**src/rtl/sweeper_pkg.sv**
```systemverilog
// Shared FSM encoding and width helpers for the truth-table sweeper and its hold timer.
// Pure declarations; no latency, no backpressure.
package sweeper_pkg;

   typedef enum logic [1:0] {
      ST_IDLE   = 2'd0,
      ST_DRIVE  = 2'd1,
      ST_SAMPLE = 2'd2,
      ST_DONE   = 2'd3
   } state_e;

   function automatic int nvec(input int n_in);
      return 1 << n_in;
   endfunction

   function automatic int idx_w(input int n_in);
      return n_in;
   endfunction

   // One extra bit so a sweep where every vector fails still fits.
   function automatic int cnt_w(input int n_in);
      return n_in + 1;
   endfunction

endpackage

```
**src/rtl/sweep_hold_timer.sv**
```systemverilog
// Hold down-counter: load sets HOLD_CYCLES-1, expired flags zero, so DRIVE lasts HOLD_CYCLES cycles.
// Load takes effect at the next edge; no backpressure.
module sweep_hold_timer #(
   parameter int HOLD_CYCLES = 2
) (
   input  logic clk,
   input  logic rst_n,
   input  logic load,
   output logic expired
);

   localparam int TW = (HOLD_CYCLES > 1) ? $clog2(HOLD_CYCLES + 1) : 1;

   logic [TW-1:0] cnt_q, cnt_d;

   always_comb begin
      cnt_d = cnt_q;
      if (load) begin
         cnt_d = TW'(HOLD_CYCLES - 1);
      end else if (cnt_q != '0) begin
         cnt_d = cnt_q - TW'(1);
      end
   end

   always_ff @(posedge clk or negedge rst_n) begin
      if (!rst_n) begin
         cnt_q <= '0;
      end else begin
         cnt_q <= cnt_d;
      end
   end

   assign expired = (cnt_q == '0);

endmodule

```
**src/rtl/truth_table_sweeper.sv**
```systemverilog
// Walks every N_IN-bit vector onto a combinational DUT and checks dut_f against a latched truth table.
// done pulses 1+2^N_IN*(HOLD_CYCLES+1) edges after accepted start; start ignored while busy, abort cancels.
module truth_table_sweeper
   import sweeper_pkg::*;
#(
   parameter int N_IN        = 4,
   parameter int HOLD_CYCLES = 2
) (
   input  logic                 clk,
   input  logic                 rst_n,
   input  logic                 start,
   input  logic                 abort,
   input  logic [2**N_IN-1:0]   exp_tt,
   input  logic                 dut_f,
   output logic [N_IN-1:0]      stim,
   output logic                 busy,
   output logic                 done,
   output logic                 pass,
   output logic [N_IN:0]        err_cnt,
   output logic                 fail_seen,
   output logic [N_IN-1:0]      first_fail
);

   localparam int NVEC = nvec(N_IN);
   localparam int IW   = idx_w(N_IN);
   localparam int CW   = cnt_w(N_IN);

   state_e            state_q, state_d;
   logic [NVEC-1:0]   tt_q, tt_d;
   logic [IW-1:0]     idx_q, idx_d;
   logic [CW-1:0]     err_cnt_q, err_cnt_d;
   logic [IW-1:0]     first_fail_q, first_fail_d;
   logic              fail_seen_q, fail_seen_d;
   logic              busy_q, busy_d;
   logic              done_q, done_d;
   logic              pass_q, pass_d;
   logic              timer_load, timer_exp;

   sweep_hold_timer #(.HOLD_CYCLES(HOLD_CYCLES)) u_hold (
      .clk     (clk),
      .rst_n   (rst_n),
      .load    (timer_load),
      .expired (timer_exp)
   );

   always_comb begin
      state_d      = state_q;
      tt_d         = tt_q;
      idx_d        = idx_q;
      err_cnt_d    = err_cnt_q;
      first_fail_d = first_fail_q;
      fail_seen_d  = fail_seen_q;
      busy_d       = busy_q;
      done_d       = 1'b0;
      pass_d       = pass_q;
      timer_load   = 1'b0;

      case (state_q)
         ST_IDLE: begin
            idx_d  = '0;
            busy_d = 1'b0;
            if (start && !abort) begin
               tt_d         = exp_tt;
               err_cnt_d    = '0;
               first_fail_d = '0;
               fail_seen_d  = 1'b0;
               pass_d       = 1'b0;
               busy_d       = 1'b1;
               timer_load   = 1'b1;
               state_d      = ST_DRIVE;
            end
         end
         ST_DRIVE: begin
            if (timer_exp) begin
               state_d = ST_SAMPLE;
            end
         end
         ST_SAMPLE: begin
            if (dut_f != tt_q[idx_q]) begin
               if (err_cnt_q != CW'(NVEC)) begin
                  err_cnt_d = err_cnt_q + CW'(1);
               end
               if (!fail_seen_q) begin
                  first_fail_d = idx_q;
                  fail_seen_d  = 1'b1;
               end
            end
            if (idx_q == IW'(NVEC - 1)) begin
               idx_d   = '0;
               state_d = ST_DONE;
            end else begin
               idx_d      = idx_q + IW'(1);
               timer_load = 1'b1;
               state_d    = ST_DRIVE;
            end
         end
         ST_DONE: begin
            done_d  = 1'b1;
            pass_d  = (err_cnt_q == '0);
            busy_d  = 1'b0;
            state_d = ST_IDLE;
         end
         default: state_d = ST_IDLE;
      endcase

      // Cancel overrides everything above, including a sample taken this cycle.
      if (abort && state_q != ST_IDLE) begin
         state_d      = ST_IDLE;
         idx_d        = '0;
         busy_d       = 1'b0;
         done_d       = 1'b0;
         pass_d       = pass_q;
         err_cnt_d    = err_cnt_q;
         first_fail_d = first_fail_q;
         fail_seen_d  = fail_seen_q;
         timer_load   = 1'b0;
      end
   end

   always_ff @(posedge clk or negedge rst_n) begin
      if (!rst_n) begin
         state_q      <= ST_IDLE;
         tt_q         <= '0;
         idx_q        <= '0;
         err_cnt_q    <= '0;
         first_fail_q <= '0;
         fail_seen_q  <= 1'b0;
         busy_q       <= 1'b0;
         done_q       <= 1'b0;
         pass_q       <= 1'b0;
      end else begin
         state_q      <= state_d;
         tt_q         <= tt_d;
         idx_q        <= idx_d;
         err_cnt_q    <= err_cnt_d;
         first_fail_q <= first_fail_d;
         fail_seen_q  <= fail_seen_d;
         busy_q       <= busy_d;
         done_q       <= done_d;
         pass_q       <= pass_d;
      end
   end

   assign stim       = idx_q;
   assign busy       = busy_q;
   assign done       = done_q;
   assign pass       = pass_q;
   assign err_cnt    = err_cnt_q;
   assign fail_seen  = fail_seen_q;
   assign first_fail = first_fail_q;

endmodule

```
**config.mk**
```make
export PLATFORM = sky130hd
export DESIGN_NAME = truth_table_sweeper
export DESIGN_NICKNAME = d
export VERILOG_FILES = /design/src/rtl/sweeper_pkg.sv /design/src/rtl/sweep_hold_timer.sv /design/src/rtl/truth_table_sweeper.sv
export SDC_FILE = /design/constraint.sdc
export NUM_CORES = 1
export LEC_CHECK = 0
export CORE_UTILIZATION = 56
export CTS_CLUSTER_SIZE = 28
export DETAILED_ROUTE_END_ITERATION = 10
export GPL_ROUTABILITY_DRIVEN = 0
export PLACE_DENSITY = 0.85
export SYNTH_ARGS = -nofsm -noshare
export SYNTH_HDL_FRONTEND = slang
export SYNTH_SLANG_ARGS = --single-unit
```
**constraint.sdc**
```tcl
create_clock -name clk -period 7.37 [get_ports clk]
set_clock_uncertainty 0.05 [all_clocks]
set_input_delay 1.1055 -clock clk [delete_from_list [all_inputs] [get_ports clk]]
set_output_delay 1.1055 -clock clk [all_outputs]
set_load 0.005 [all_outputs]
```
==> metrics <==
Main synth FF type=dfrtp_1; routed vias=1501; 1st-pass router iterations=4; WP data required=7.61 ns; # IOs=38; Avg Cell Area, Syn=11.1 um2; Worst Hold Launch=tt_q[1]; Worst Reg-to-Reg Cells=5; die width=62.2 um; DR iter-0 viols=70; Synth Net Count=211; Fillers=240; critical path class=flip-flop to flip-flop; Root Driver=clkbuf_4; Reg2Reg Launch Point=stim[0]; fmax=0.347 GHz; largest net degree at the start of global routing=38; Setup TNS Final=0 ns; crit path launch type=flip-flop; number of synthesized flops with an enable pin=0; Place WS=4.27 ns; CTS resizes=0; Hold Path Stages=1; drt wl/cell=15.0 um; # hold bufs at CTS=0; Inserted Clock Buffers=5; worst setup margin=4.49 ns; first-pass GRT wire length=7040 um; async set or reset register ratio after synthesis=100%; footprint of the multi-input gates=997 um2; Clk Latency, worst-skew pair=0.34 ns; Worst Tran Pin Value=0.866 ns; fraction of layout cells with a size suffix above 1=15.7%; Tmin final=2.88 ns; DR DRC count=0; Netlist cell types=40; Routed Antenna Nets=0; row count=21; core footprint=3390 um2; CP Capture Type=flip-flop; pwr dens=324 nW/um2; CTS Buffer Depth=2; FF+latch area=926 um2; CTS tree=done; Final period util=39.1%; LEAKAGE=0.00104 uW; Worst-path clk slew=0.11 ns; outcome=complete, no violations; routed vias/inst=5.73; total global-route track usage=23.1%; mapped cell area=2030 um2; H-Tree Depth=2; Layout area overhead=20.6%; Post-CTS Setup Inserts=0; Peak supply drop=0.194 mV; #FFs+latches synth=37; global route overflow=0; flop2flop setup slack=4.49 ns; Routed WL=3930 um; Critical Path AT=3.12 ns; cells after synthesis=182; critical-path maximum fanout=13; register area share after synthesis=45.7%; Max Cap Viol=0; Max-Slew Margin vs Limit=42.2%; Final nets=245; worst hold path class=flip-flop to flip-flop; FF-to-FF End=err_cnt[0]; initial antenna violation count=0; Fin. Hold Viols=0; hpwl dp=2850 um; vias in the first global route=1593; Die H=62.2 um; Slew Viols, Final=0; Final setup viols=0; Initial Util=59.8%; synth warn=0; RSZ-0062 raised after global routing=no; Die Area=3860 um2; Port Buffers=37; Hold Path End=tt_q[1]; clk sink count=37; Inserted Diodes=0
-- cell families (layout without fill, tap and decap cells) --
group                    after synthesis  count (layout)  share of synthesized area [%]
AO/OA/AOI/OAI                         31              31                           11.0
flip-flops                            37              37                           45.7
multiplexers                          22              22                           15.3
adder cells (fa/ha/maj)                8               8                           4.94
AND/OR/NAND/NOR                       61              61                           15.9
buffers and inverters                 19              53                           5.12
XOR/XNOR                               4               4                           2.10
-- synthesized netlist by cell type (4+ instances only) --
master     n  area (um2)
nand2b_1   5        31.3
buf_6      4        45.0
clkbuf_1   5        18.8
o21ai_0    4        20.0
ha_1       8         100
nand2_1   11        41.3
a21oi_1    7        35.0
and2_1     4        25.0
nand3_1   16        80.1
inv_1      8        30.0
nor2_1     8        30.0
mux2_2    16         180
dfrtp_1   37         926
nor3_1     5        25.0
-- worst max-delay path, cell delays in order, from the launching register on --
cell and delay, ns:
dfrtp_1 0.62, mux4_1 0.61, mux4_2 0.52, xnor2_2 0.26, or4b_2 0.67, nand3_1 0.08
-- metrics by stage --
step	std cells	instance area, um2	hold slack, ns	total power [uW]	utilization (%)
2_1_floorplan	182	2030	0.420	592	-
3_3_place_gp	255	2390	0.426	662	70.5
3_5_place_dp	255	2390	0.438	688	70.5
4_1_cts	262	2440	0.462	797	72.1
5_1_grt	262	2440	0.479	855	72.1
6_report	262	2440	0.456	791	72.1
-- registers in the layout, summed over array words and instances (netlist names) --
signal,count
pass,1
tt_q,16
busy,1
fail_seen,1
done,1
u_hold.cnt_q,2
err_cnt,5
state_q,2
stim,4
first_fail,4
-- worst max path at each step --
stage / startpoint / end / slack (ns) / depth (start not counted)
2_1_floorplan: abort / tt_q[10] / 4.79 / 5
3_3_place_gp: start / err_cnt[0] / 4.28 / 6
3_5_place_dp: start / err_cnt[0] / 4.27 / 6
4_1_cts: stim[0] / err_cnt[0] / 4.47 / 5
5_1_grt: stim[0] / err_cnt[0] / 4.36 / 5
6_report: stim[0] / err_cnt[0] / 4.49 / 5
-- cell usage in the layout (no fill, tap or decap), types with 2 or more instances in the layout --
cell,n
dfrtp_1,37
clkdlybuf4s50_1,37
nand3_1,16
mux2_2,16
nand2_1,11
inv_1,8
nor2_1,8
ha_1,8
a21oi_1,7
nand2b_1,5
nor3_1,5
clkbuf_4,5
and2_1,4
o21ai_0,4
mux4_2,3
xor2_1,3
a21o_1,3
a311o_1,3
nand3b_1,3
mux4_1,2
o41ai_1,2
a31o_2,2
a22oi_1,2
nor2b_1,2
a31oi_1,2
and3_1,2
-- per-layer routing --
layer | GRT usage (%) | vias to the layer above | routed length (um) | part of all wire, %
li1 | - | 723 | - | -
met1 | 27.1 | 728 | 1650 | 42
met2 | 40.1 | 43 | 2060 | 53
met3 | 4.60 | 7 | 144 | 3.7
met4 | 11.6 | 0 | 71 | 1.8
met5 | 0 | - | 0 | 0
-- where the power goes --
group	total [uW]	switching, uW	internal, uW
Sequential	337	60.4	277
Clock	110	64.7	45.1
Combinational	344	160	184
-- area by class of cell --
cell class | count | area share [%]
Multi-Input combinational cell | 126 | 40.8
Sequential cell | 37 | 37.9
Inverter | 8 | 1.23
Tap cell | 46 | 2.36
Timing Repair Buffer | 38 | 15.5
Clock buffer | 7 | 2.25
Note: power is estimated with default switching activity, not from simulation.
